### config.mk
export PLATFORM = sky130hd
export DESIGN_NAME = imem_loader_flat
export DESIGN_NICKNAME = d
export VERILOG_FILES = /design/src/rtl/imem_loader_if.sv /design/src/rtl/imem_loader.sv /design/src/flat_wrapper.sv
export SDC_FILE = /design/constraint.sdc
export NUM_CORES = 1
export LEC_CHECK = 0
export CAP_MARGIN = 20
export CORE_UTILIZATION = 40
export DETAILED_ROUTE_END_ITERATION = 8
export DONT_BUFFER_PORTS = 1
export PLACE_DENSITY = 0.64
export SYNTH_ARGS = -nofsm -noshare
export SYNTH_HDL_FRONTEND = slang
export SYNTH_SLANG_ARGS = --single-unit
### constraint.sdc
create_clock -name i_clk -period 2.15 [get_ports i_clk]
set_clock_uncertainty 0.1 [all_clocks]
set_input_delay 0.645 -clock i_clk [delete_from_list [all_inputs] [get_ports i_clk]]
set_output_delay 0.645 -clock i_clk [all_outputs]
set_load 0.01 [all_outputs]
### src/rtl/imem_loader_if.sv
// Byte-stream input handshake and IMEM write bus for the program loader.
// The slave modport is the loader; master is the stream source / memory side.
interface imem_loader_if #(
  parameter int ADDR_W = 8
);
  logic              in_valid;
  logic [7:0]        in_data;
  logic              in_ready;
  logic              wr_en;
  logic [ADDR_W-1:0] wr_addr;
  logic [31:0]       wr_data;

  modport slave (
    input  in_valid, in_data,
    output in_ready, wr_en, wr_addr, wr_data
  );

  modport master (
    output in_valid, in_data,
    input  in_ready, wr_en, wr_addr, wr_data
  );
endinterface

### src/rtl/imem_loader.sv
// Framed byte-stream loader: SYNC, 16-bit LE word count, LE data words, XOR checksum.
// Writes words to IMEM from address 0 and holds the core while a load is running.
module imem_loader #(
  parameter int          ADDR_W    = 8,
  parameter logic [7:0]  SYNC_BYTE = 8'hA5
) (
  input  logic          i_clk,
  input  logic          i_rst_n,
  imem_loader_if.slave  bus,
  output logic          o_cpu_hold,
  output logic          o_load_done,
  output logic          o_err_len,
  output logic          o_err_csum
);

  localparam logic [2:0] ST_IDLE   = 3'd0;
  localparam logic [2:0] ST_CNT_LO = 3'd1;
  localparam logic [2:0] ST_CNT_HI = 3'd2;
  localparam logic [2:0] ST_DATA   = 3'd3;
  localparam logic [2:0] ST_WRITE  = 3'd4;
  localparam logic [2:0] ST_CHECK  = 3'd5;

  localparam int unsigned MAX_WORDS = 1 << ADDR_W;

  logic [2:0]        r_state;
  logic [15:0]       r_cnt;
  logic [ADDR_W:0]   r_word_cnt;
  logic [1:0]        r_byte_cnt;
  logic [7:0]        r_csum;
  logic [31:0]       r_word;
  logic              r_wr_en;
  logic [ADDR_W-1:0] r_wr_addr;
  logic [31:0]       r_wr_data;
  logic              r_cpu_hold;
  logic              r_load_done;
  logic              r_err_len;
  logic              r_err_csum;

  logic              w_ready;
  logic              w_xfer;
  logic [15:0]       w_n;
  logic [ADDR_W:0]   w_word_inc;
  logic [31:0]       w_word_full;

  assign w_ready     = (r_state != ST_WRITE);
  assign w_xfer      = bus.in_valid && w_ready;
  assign w_n         = {bus.in_data, r_cnt[7:0]};
  assign w_word_inc  = r_word_cnt + 1'b1;
  // The 4th byte is merged combinationally so the whole word is registered at once.
  assign w_word_full = {bus.in_data, r_word[23:0]};

  always_ff @(posedge i_clk or negedge i_rst_n) begin
    if (!i_rst_n) begin
      r_state     <= ST_IDLE;
      r_cnt       <= '0;
      r_word_cnt  <= '0;
      r_byte_cnt  <= '0;
      r_csum      <= '0;
      r_word      <= '0;
      r_wr_en     <= 1'b0;
      r_wr_addr   <= '0;
      r_wr_data   <= '0;
      r_cpu_hold  <= 1'b0;
      r_load_done <= 1'b0;
      r_err_len   <= 1'b0;
      r_err_csum  <= 1'b0;
    end else begin
      r_load_done <= 1'b0;
      r_wr_en     <= 1'b0;
      case (r_state)
        ST_IDLE: begin
          if (w_xfer && (bus.in_data == SYNC_BYTE)) begin
            r_state    <= ST_CNT_LO;
            r_cpu_hold <= 1'b1;
            r_err_len  <= 1'b0;
            r_err_csum <= 1'b0;
            r_word_cnt <= '0;
            r_byte_cnt <= '0;
            r_csum     <= '0;
          end
        end
        ST_CNT_LO: begin
          if (w_xfer) begin
            r_cnt[7:0] <= bus.in_data;
            r_state    <= ST_CNT_HI;
          end
        end
        ST_CNT_HI: begin
          if (w_xfer) begin
            r_cnt[15:8] <= bus.in_data;
            if (32'(w_n) > MAX_WORDS) begin
              r_err_len  <= 1'b1;
              r_cpu_hold <= 1'b0;
              r_state    <= ST_IDLE;
            end else if (w_n == 16'd0) begin
              r_state <= ST_CHECK;
            end else begin
              r_state <= ST_DATA;
            end
          end
        end
        ST_DATA: begin
          if (w_xfer) begin
            r_csum                   <= r_csum ^ bus.in_data;
            r_word[r_byte_cnt*8 +: 8] <= bus.in_data;
            r_byte_cnt               <= r_byte_cnt + 2'd1;
            if (r_byte_cnt == 2'd3) begin
              r_state   <= ST_WRITE;
              r_wr_en   <= 1'b1;
              r_wr_addr <= r_word_cnt[ADDR_W-1:0];
              r_wr_data <= w_word_full;
            end
          end
        end
        ST_WRITE: begin
          r_word_cnt <= w_word_inc;
          r_state    <= (16'(w_word_inc) == r_cnt) ? ST_CHECK : ST_DATA;
        end
        ST_CHECK: begin
          if (w_xfer) begin
            if (bus.in_data == r_csum) begin
              r_load_done <= 1'b1;
            end else begin
              r_err_csum <= 1'b1;
            end
            r_cpu_hold <= 1'b0;
            r_state    <= ST_IDLE;
          end
        end
        default: r_state <= ST_IDLE;
      endcase
    end
  end

  assign bus.in_ready = w_ready;
  assign bus.wr_en    = r_wr_en;
  assign bus.wr_addr  = r_wr_addr;
  assign bus.wr_data  = r_wr_data;
  assign o_cpu_hold   = r_cpu_hold;
  assign o_load_done  = r_load_done;
  assign o_err_len    = r_err_len;
  assign o_err_csum   = r_err_csum;

endmodule

### src/flat_wrapper.sv
// flat-port wrapper written by rule: the top's interface ports become plain ports
module imem_loader_flat 
#(
  parameter int          ADDR_W    = 8,
  parameter logic [7:0]  SYNC_BYTE = 8'hA5
)
  (i_clk, i_rst_n, o_cpu_hold, o_load_done, o_err_len, o_err_csum, bus_in_valid, bus_in_data, bus_in_ready, bus_wr_en, bus_wr_addr, bus_wr_data);
  imem_loader_if #(.ADDR_W(ADDR_W)) bus_i ();
  input  logic i_clk;
  input  logic i_rst_n;
  output logic o_cpu_hold;
  output logic o_load_done;
  output logic o_err_len;
  output logic o_err_csum;
  input wire logic [$bits(bus_i.in_valid)-1:0] bus_in_valid;
  input wire logic [$bits(bus_i.in_data)-1:0] bus_in_data;
  output wire logic [$bits(bus_i.in_ready)-1:0] bus_in_ready;
  output wire logic [$bits(bus_i.wr_en)-1:0] bus_wr_en;
  output wire logic [$bits(bus_i.wr_addr)-1:0] bus_wr_addr;
  output wire logic [$bits(bus_i.wr_data)-1:0] bus_wr_data;
  assign bus_i.in_valid = bus_in_valid;
  assign bus_i.in_data = bus_in_data;
  assign bus_in_ready = bus_i.in_ready;
  assign bus_wr_en = bus_i.wr_en;
  assign bus_wr_addr = bus_i.wr_addr;
  assign bus_wr_data = bus_i.wr_data;
  imem_loader #(.ADDR_W(ADDR_W), .SYNC_BYTE(SYNC_BYTE)) u_core (.i_clk(i_clk), .i_rst_n(i_rst_n), .bus(bus_i), .o_cpu_hold(o_cpu_hold), .o_load_done(o_load_done), .o_err_len(o_err_len), .o_err_csum(o_err_csum));
endmodule
# Word level (Yosys, flattened, before mapping)
# Cells that the tools add are included.
[totals]
latch_bits = 0
rom_bits = 0
ram_bits = 0
mem_count = 0
reg_bits = 115
wordCells = 95
[classes]
shift = 2
div_mod_pow = 0
add_sub_neg = 3
bitwise = 1
n_eq_ne = 18
n_lt_le_gt_ge = 1
mux = 37
mul = 0
n_reduce_logical = 19
[op_table]
columns = ["cell", "count"]
rows = [
  ["5-bit negator with 34-bit output", 1],
  ["8-bit by 34-bit variable shift with 32-bit output, first input constant", 1],
  ["8-bit by 34-bit variable part select with 32-bit output", 1],
  ["32-bit bitwise mux", 1],
  ["3-bit two-way mux", 9],
  ["3-bit one-hot mux with 6 select lines", 1],
  ["9-bit one-hot mux with 2 select lines", 1],
  ["9-bit by 16-bit equality test with 1-bit output", 1],
  ["16-bit by 9-bit > comparator with 1-bit output, second input constant", 1],
  ["16-bit zero test", 1],
  ["8-bit two-way mux", 2],
  ["8-bit one-hot mux with 2 select lines", 1],
  ["1-bit two-way mux", 15],
  ["2-bit by 1-bit != test with 1-bit output, second input constant", 7],
  ["9-bit by 1-bit adder with 9-bit output, second input constant", 1],
  ["9-bit two-way mux", 1],
  ["8-bit equality test", 1],
  ["8-bit equality test, second input constant", 1],
  ["2-bit AND reduction", 4],
  ["4-bit AND reduction", 2],
  ["2-bit nonzero test", 4],
  ["8-bit XOR", 1],
  ["3-bit by 2-bit equality test with 1-bit output, second input constant", 2],
  ["3-bit equality test, second input constant", 2],
  ["other kinds (15)", 19],
]

# Longest topological paths before layout
# Gate-level depths: netlist (run 1).
[depth]
depth_word = 5
depth_mapped = 8
ltp_nobuf = 6

# Worst setup path after synthesis (run 1)
# OpenSTA, ideal clock, no wires.
[synth_path]
path_type = "input port to flip-flop"
from = "input port bus_in_data[4]"
to = "register u_core.r_state[1]"
n_path_buf = 1
required_ps = 1984
setup_slack_ps = -483
t_arrival_ps = 2466
setup_ps = 66
cell_stages = 6
cell_sequence = "buf_4 -> or4_4 -> or4_4 -> o41a_1 -> o31ai_2 -> o31a_1"
[synth_via]
elab_chain_cells = 5
word_cells_on_any_way = 10
cone_classes = "order compare (1); eq/ne (2); mux (4); reduce/logical (3)"
[synth_lines]
columns = ["item", "line", "source"]
rows = [
  ["from (decl)", "flat_wrapper.sv:16", "input wire logic [$bits(bus_i.in_data)-1:0] bus_in_data;"],
  ["branches (longest 5 deep; another with 16-bit by 9-bit > comparator with 1-bit output)", "--", ""],
  ["to (signal assigned)", "imem_loader.sv:117", "r_state <= (16'(w_word_inc) == r_cnt) ? ST_CHECK : ST_DATA;"],
  ["to (decl)", "imem_loader.sv:25", "logic [2:0] r_state;"],
]
# Parallel ways; which one is timed is not known. The select of a mux whose other input is x is not followed.
# A chain may end at the register's enable or synchronous reset.

# Final worst setup path (run 1)
[layout_path]
from = "input port bus_in_data[1]"
to = "register u_core.r_state[1]"
# The elaborated chain is that of the path after synthesis.

==> impl_metrics.env, run 1 <==
export IMPL_run_status="finished, violations left"
export IMPL_worst_pin_slew_ns=0.587
export IMPL_grt_pass1_wl_um=18100
export IMPL_final_net_count=480
export IMPL_die_area_um2=12600
export IMPL_share_of_final_layout_standard_cells_stronger_than_drive_strength_1_pct=23.3
export IMPL_fin_crit_sh_pct=97.7
export IMPL_initial_core_util_pct=41.9
export IMPL_worst_setup_path_endpoint="u_core.r_state[1]"
export IMPL_route_layer_met1_wl_um=4930
export IMPL_timing_critical_path_from="bus_in_data[1]"
export IMPL_timing_setup_critical_path_class="input port to flip-flop"
export IMPL_postRouteAntennaNets=0
export IMPL_final_util_pct=47.3
export IMPL_yosys_warnings=0
export IMPL_reg2reg_to="u_core.r_state[1]"
export IMPL_dp_worst_setup_slack_ns=-0.353
export IMPL_tritoncts="built"
export IMPL_met3_wire_length_um=688
export IMPL_failed_checks="DRC, hold timing"
export IMPL_n_antenna_cell=0
export IMPL_timing_slew_headroom_pct=60.7
export IMPL_tritoncts_num_buffers=9
export IMPL_clock_path_buffers=2
export IMPL_reg2reg_depth=5
export IMPL_synth_edff_count=0
export IMPL_clkSinkCount=107
export IMPL_worstPathArrival_ns=2.28
export IMPL_number_of_setup_violations_in_the_final_report=0
export IMPL_achievable_clock_frequency_mhz=476
export IMPL_setup_worst_path_start_class="input port"
export IMPL_placed_cell_area_um2=5170
export IMPL_routed_wl_met2_um=4880
export IMPL_vdd_ir_drop_worst_uv=595
export IMPL_core_region_area_um2=11600
export IMPL_hold_violations=107
export IMPL_netlist_cell_type_count=47
export IMPL_cellPowerDensity_nw_per_um2=1270
export IMPL_worst_hold_margin_ns=-0.117
export IMPL_synth_nets=467
export IMPL_ios=57
export IMPL_first_pass_iters=6
export IMPL_route_top_layer_used="met4"
export IMPL_h_tree_depth=3
export IMPL_syn_to_final_growth_pct=12.9
export IMPL_grt_antenna_before_repair=0
export IMPL_netlist_area_before_placement_um2=4860
export IMPL_netlist_instances=450
export IMPL_dr_total_vias=3334
export IMPL_setup_slack_ns=0.0499
export IMPL_drv_cap=0
export IMPL_timing_critical_path_required_ns=2.33
export IMPL_final_cell_area_um2=5490
export IMPL_synth_ff_latch_count=107
export IMPL_synthArstFlopShare_pct=100
export IMPL_critPathMaxFanout=10
export IMPL_route_detailed_vias_per_inst=5.47
export IMPL_lkg_pwr_nw=2.49
export IMPL_rsz0062_at_grt="yes"
export IMPL_worst_setup_hold_path_clk_slew_ns=0.07
export IMPL_timing_rr_start="u_core.r_cnt[0]"
export IMPL_placementRows=39
export IMPL_gr_usage_all_layers_pct=18.6
export IMPL_port_buffer_count=0
export IMPL_number_of_max_slew_violations_in_the_final_report=0
export IMPL_drtIter0Drc=195
export IMPL_report_power_total_mw=7.00
export IMPL_grt_max_degree=108
export IMPL_seq_area_frac_synth_pct=55.1
export IMPL_remaining_drc_errors=3
export IMPL_drt_total_wl_um=10700
export IMPL_flop2flop_setup_slack_ns=0.10
export IMPL_clkLatencyLatePin_ns=0.35
export IMPL_clockRootBuffer="clkbuf_16"
export IMPL_fin_crit_ns=2.10
export IMPL_dp_final_hpwl_um=7270
export IMPL_min_path_type="input port to async pin"
export IMPL_routedWlPerCell_um=17.6
export IMPL_grt_overflow_total=0
export IMPL_die_width_um=112
export IMPL_first_global_vias=3408
export IMPL_critPathCaptureType="flip-flop"
export IMPL_dieHeight_um=112
export IMPL_ys_dominant_reg_cell="dfrtp_1"
export IMPL_routabilityCongestion=0.810
export IMPL_synth_area_per_cell_um2=10.8
[logic make-up (layout without fill, tap and decap cells)]
group	count (synthesis)	after routing	synth area share, %
buf+inv	32	49	2.75
simple gates	139	139	13.4
mux	58	58	13.4
compound gates	88	88	10.3
flops	107	107	55.1
fa+ha+maj	6	6	1.54
xor+xnor	20	20	3.60
[repair_timing]
| action | CTS | global route |
|---|---|---|
| resized for setup | 1 | 7 |
| pin swaps | 0 | 0 |
| endpoints found under the setup margin | 14 | 9 |
| hold endpoints to repair | 107 | 107 |
| buffers inserted | 0 | 0 |
[cells in the mapped netlist, drive strengths merged (2+ instances only)]
master	number	share of area (%)
dfrtp	107	55
nand2	76	5.9
mux2	57	13
o21ai	57	5.9
nor2	21	1.6
clkbuf	18	1.4
a21oi	11	1.1
xnor2	10	1.8
xor2	10	1.8
buf	8	0.90
nor3	7	0.72
o31ai	7	1.2
ha	6	1.5
inv	6	0.46
nor2b	4	0.51
nor3b	4	0.62
or4	4	0.77
nand3	3	0.31
nand4	3	0.39
nor4	3	0.39
a31oi	2	0.26
and2	2	0.26
and3	2	0.26
and4	2	0.36
nand3b	2	0.31
o21bai	2	0.31
o31a	2	0.36
[worst min path at each step]
stage                  from                endpoint  cells past startpoint
floorplan           i_rst_n   u_core.bus.wr_addr[0]                      0
global placement    i_rst_n  u_core.bus.wr_data[23]                      0
detailed placement  i_rst_n  u_core.bus.wr_data[18]                      0
CTS                 i_rst_n  u_core.bus.wr_data[23]                      0
global route        i_rst_n  u_core.bus.wr_data[18]                      0
finish              i_rst_n  u_core.bus.wr_data[18]                      0
[placed cells by master (no fill, tap or decap), drive strengths merged, types with 2 or more instances in the layout]
cell type / count
nor3: 7
o21ai: 57
nand2: 76
dfrtp: 107
o31ai: 7
and3: 2
nor4: 3
nand3b: 2
or4: 4
nand4: 3
xor2: 10
a31oi: 2
ha: 6
a21oi: 11
nand3: 3
inv: 8
and4: 2
nor3b: 4
clkbuf: 11
nor2b: 4
and2: 2
xnor2: 10
o21bai: 2
buf: 28
o31a: 2
nor2: 21
mux2: 57
[final cells by class]
cell class              instances  area, um2
clock buffers                  11        253
clock inverters                 4       55.1
fillers                      1089       6120
inverters                       6       22.5
multi-input cells             311       2080
flip-flops and latches        107       2680
well taps                     143        179
repair buffers                 28        223
[per-stage QoR]
stage	instances	TNS, ns	hold WS, ns
final	610	0	-0.117
after CTS	610	0	-0.127
after detailed placement	595	-6.69	0.252
after global routing	610	-0.00921	-0.133
after floorplan	450	-6.67	0.249
after global placement	595	-6.61	0.252
[registers in the layout (all words and copies together), names as in the netlist]
register and cells:
u_core.bus.wr_data 32, u_core.r_word 24, u_core.r_cnt 16, u_core.r_word_cnt 9, u_core.bus.wr_addr 8, u_core.r_csum 8
u_core.r_state 3, u_core.r_byte_cnt 2, u_core.bus.wr_en 1, u_core.o_cpu_hold 1, u_core.o_err_csum 1, u_core.o_err_len 1
u_core.o_load_done 1
[where the power goes]
part           internal [mW]  leakage (nW)  switching [mW]
logic                   1.05         0.930           0.987
registers               2.66          1.41           0.608
clock network          0.968         0.149           0.726
[metal layers]
| layer | track usage (%) | vias to the layer above |
|---|---|---|
| met1 | 25.4 | 1656 |
| met5 | 0 | - |
| met4 | 7.20 | 0 |
| li1 | - | 1587 |
| met2 | 28.6 | 74 |
| met3 | 4.43 | 17 |
[worst max-delay path: stages]
cell and delay [ns]:
or4_4 0.52, or4_4 0.44, o41a_1 0.33, o31ai_2 0.18
o31a_1 0.17
Power figures use the tool's default switching activity.
==> run 2: changes to the inputs <==
--- a/config.mk
+++ b/config.mk
@@ -6,10 +6,12 @@
 export NUM_CORES = 1
 export LEC_CHECK = 0
 export CAP_MARGIN = 20
+export CORE_MARGIN = 3
 export CORE_UTILIZATION = 40
 export DETAILED_ROUTE_END_ITERATION = 8
 export DONT_BUFFER_PORTS = 1
 export PLACE_DENSITY = 0.64
+export REMOVE_ABC_BUFFERS = 1
 export SYNTH_ARGS = -nofsm -noshare
 export SYNTH_HDL_FRONTEND = slang
 export SYNTH_SLANG_ARGS = --single-unit
==> impl_metrics.env, run 2 (same netlist as run 1, synthesis figures left out) <==
export IMPL_core_region_area_um2=11700
export IMPL_syn_to_final_growth_pct=12.6
export IMPL_layout_common_cells="dfrtp_1 (107), nand2_1 (75), mux2_2 (56)"
export IMPL_ios=57
export IMPL_tritoncts_num_buffers=9
export IMPL_number_of_cells_in_the_design_after_placement=596
export IMPL_grt_max_degree=108
export IMPL_timing_slew_headroom_pct=69.2
export IMPL_met2_capacity_usage_during_global_routing_pct=24.4
export IMPL_grt_overflow_total=0
export IMPL_n_antenna_cell=0
export IMPL_crit_chain="or4_4 > or4_4 > or3_4 > o21ai_1 > o31a_1"
export IMPL_tritoncts="built"
export IMPL_die_width_um=116
export IMPL_worst_pin_slew_ns=0.460
export IMPL_sequential_cell_area_um2=2680
export IMPL_timing_critical_path_buf_inv=0
export IMPL_cp_slowest_cell="or4_4"
export IMPL_vdd_ir_drop_worst_uv=419
export IMPL_fin_crit_sh_pct=97.8
export IMPL_h_tree_depth=3
export IMPL_timing_critical_path_required_ns=2.34
export IMPL_dp_final_hpwl_um=6760
export IMPL_remaining_drc_errors=0
export IMPL_failed_checks="hold timing"
export IMPL_final_common_cell="dfrtp_1"
export IMPL_postRouteAntennaNets=0
export IMPL_clock_path_buffers=2
export IMPL_min_path_type="input port to async pin"
export IMPL_critPathCaptureType="flip-flop"
export IMPL_run_status="finished, violations left"
export IMPL_cell_class_contributing_the_biggest_share_of_worst_path_delay="simple AND/OR/NAND/NOR gates"
export IMPL_final_util_pct=46.9
export IMPL_m3_gr_usage_pct=4.15
export IMPL_dr_total_vias=3274
export IMPL_routedWlPerCell_um=16.6
export IMPL_share_of_final_layout_standard_cells_stronger_than_drive_strength_1_pct=23.3
export IMPL_number_of_max_slew_violations_in_the_final_report=0
export IMPL_n_fill_cell=1057
export IMPL_setup_total_negative_slack_ns=0
export IMPL_placementRows=39
export IMPL_rsz0062_at_grt="no"
export IMPL_grt_antenna_before_repair=0
export IMPL_routabilityCongestion=0.828
export IMPL_worstPathArrival_ns=2.29
export IMPL_final_instance_count_excl_fill=611
export IMPL_route_detailed_vias_per_inst=5.36
export IMPL_globalRoute_busiestLayer="met2"
export IMPL_path_common_cell="or4_4"
export IMPL_number_of_setup_violations_in_the_final_report=0
export IMPL_clkSinkCount=107
export IMPL_report_power_total_mw=6.80
export IMPL_worst_setup_hold_path_clk_slew_ns=0.07
export IMPL_worst_path_largest_cell_delay_ns=0.52
export IMPL_gr_usage_all_layers_pct=16.1
export IMPL_port_buffer_count=0
export IMPL_drt_total_wl_um=10100
export IMPL_drtIter0Drc=264
export IMPL_drv_cap=0
export IMPL_initial_core_util_pct=41.7
export IMPL_cellPowerDensity_nw_per_um2=1240
export IMPL_grt_pass1_wl_um=17100
export IMPL_met1_layer_usage_reported_by_global_route_pct=22.4
export IMPL_setup_worst_path_start_class="input port"
export IMPL_final_net_count=481
export IMPL_clkLatencyLatePin_ns=0.35
export IMPL_first_pass_iters=4
export IMPL_critPathMaxFanout=10
export IMPL_clockRootBuffer="clkbuf_16"
export IMPL_multiInputGateArea_um2=2090
export IMPL_placed_cell_area_um2=5160
export IMPL_achievable_clock_frequency_mhz=476
export IMPL_die_area_um2=13500
export IMPL_hold_violations=107
export IMPL_lkg_pwr_nw=2.48
export IMPL_final_cell_area_um2=5470
export IMPL_dieHeight_um=116
export IMPL_max_reg_flops=32
export IMPL_fin_crit_ns=2.10
export IMPL_timing_setup_critical_path_class="input port to flip-flop"
export IMPL_first_global_vias=3321
export IMPL_worst_hold_margin_ns=-0.113
-- run 2: cell count changes in the layout (fill, tap and decap cells not counted), moves of 2 or more --
cell	delta
o21ai_1	+2
clkinv_4	+3
clkbuf_8	-2
o21ai_0	-2
-- run 2: report_power, final --
group | switching, mW | internal (mW) | leakage, nW | total [mW]
Combinational | 0.946 | 1.05 | 0.939 | 2.00
Clock | 0.760 | 0.799 | 0.135 | 1.56
Sequential | 0.586 | 2.66 | 1.41 | 3.24
-- run 2: metal layers --
metal,wire (um),part of all wire [%],vias up
met5,0,0,-
met3,520,5.1,10
met1,4760,47,1603
li1,-,-,1589
met2,4710,46,72
met4,146,1.4,0
-- run 2: layout make-up --
type | count | share of cell area [%]
flip-flops and latches | 107 | 48.9
multi-input cells | 311 | 38.1
repair buffers | 29 | 4.27
clock buffers | 10 | 4.18
well taps | 143 | 3.27
clock inverters | 5 | 0.846
inverters | 6 | 0.411
-- run 2: per-stage QoR --
stage,hold slack (ns),setup WS [ns]
after CTS,-0.125,0.00307
after global placement,0.253,-0.377
after global routing,-0.137,0.00320
after floorplan,0.249,-0.441
after detailed placement,0.252,-0.384
final,-0.113,0.0483
-- run 2: worst reg2reg max path: stages (launching register included) --
cell and delay [ns]:
dfrtp_1 0.40, or4_1 0.57, o21a_1 0.21, o41a_1 0.38, o31ai_2 0.18, o31a_1 0.15
-- run 2: timing repair --
item                                    4_1_cts  5_1_grt
cloned                                        0        0
endpoints found under the setup margin        8       17
pin swaps                                     1        1
endpoints found under the hold margin       107      107
buffers inserted                              0        0
gates resized for setup                       3       14
-- run 2: worst paths after layout --
check,start,end,slack (ns),cells after the start
max,bus_in_data[1],u_core.r_state[1],0.05,5
min,i_rst_n,u_core.r_word[8],-0.11,0
max reg2reg,u_core.r_cnt[0],u_core.r_state[1],0.10,5
min reg2reg,u_core.r_word[18],u_core.r_word[18],0.38,2
max in group asynchronous,i_rst_n,u_core.r_word[23],1.91,0
min in group i_clk,bus_in_valid,u_core.o_load_done,0.31,2
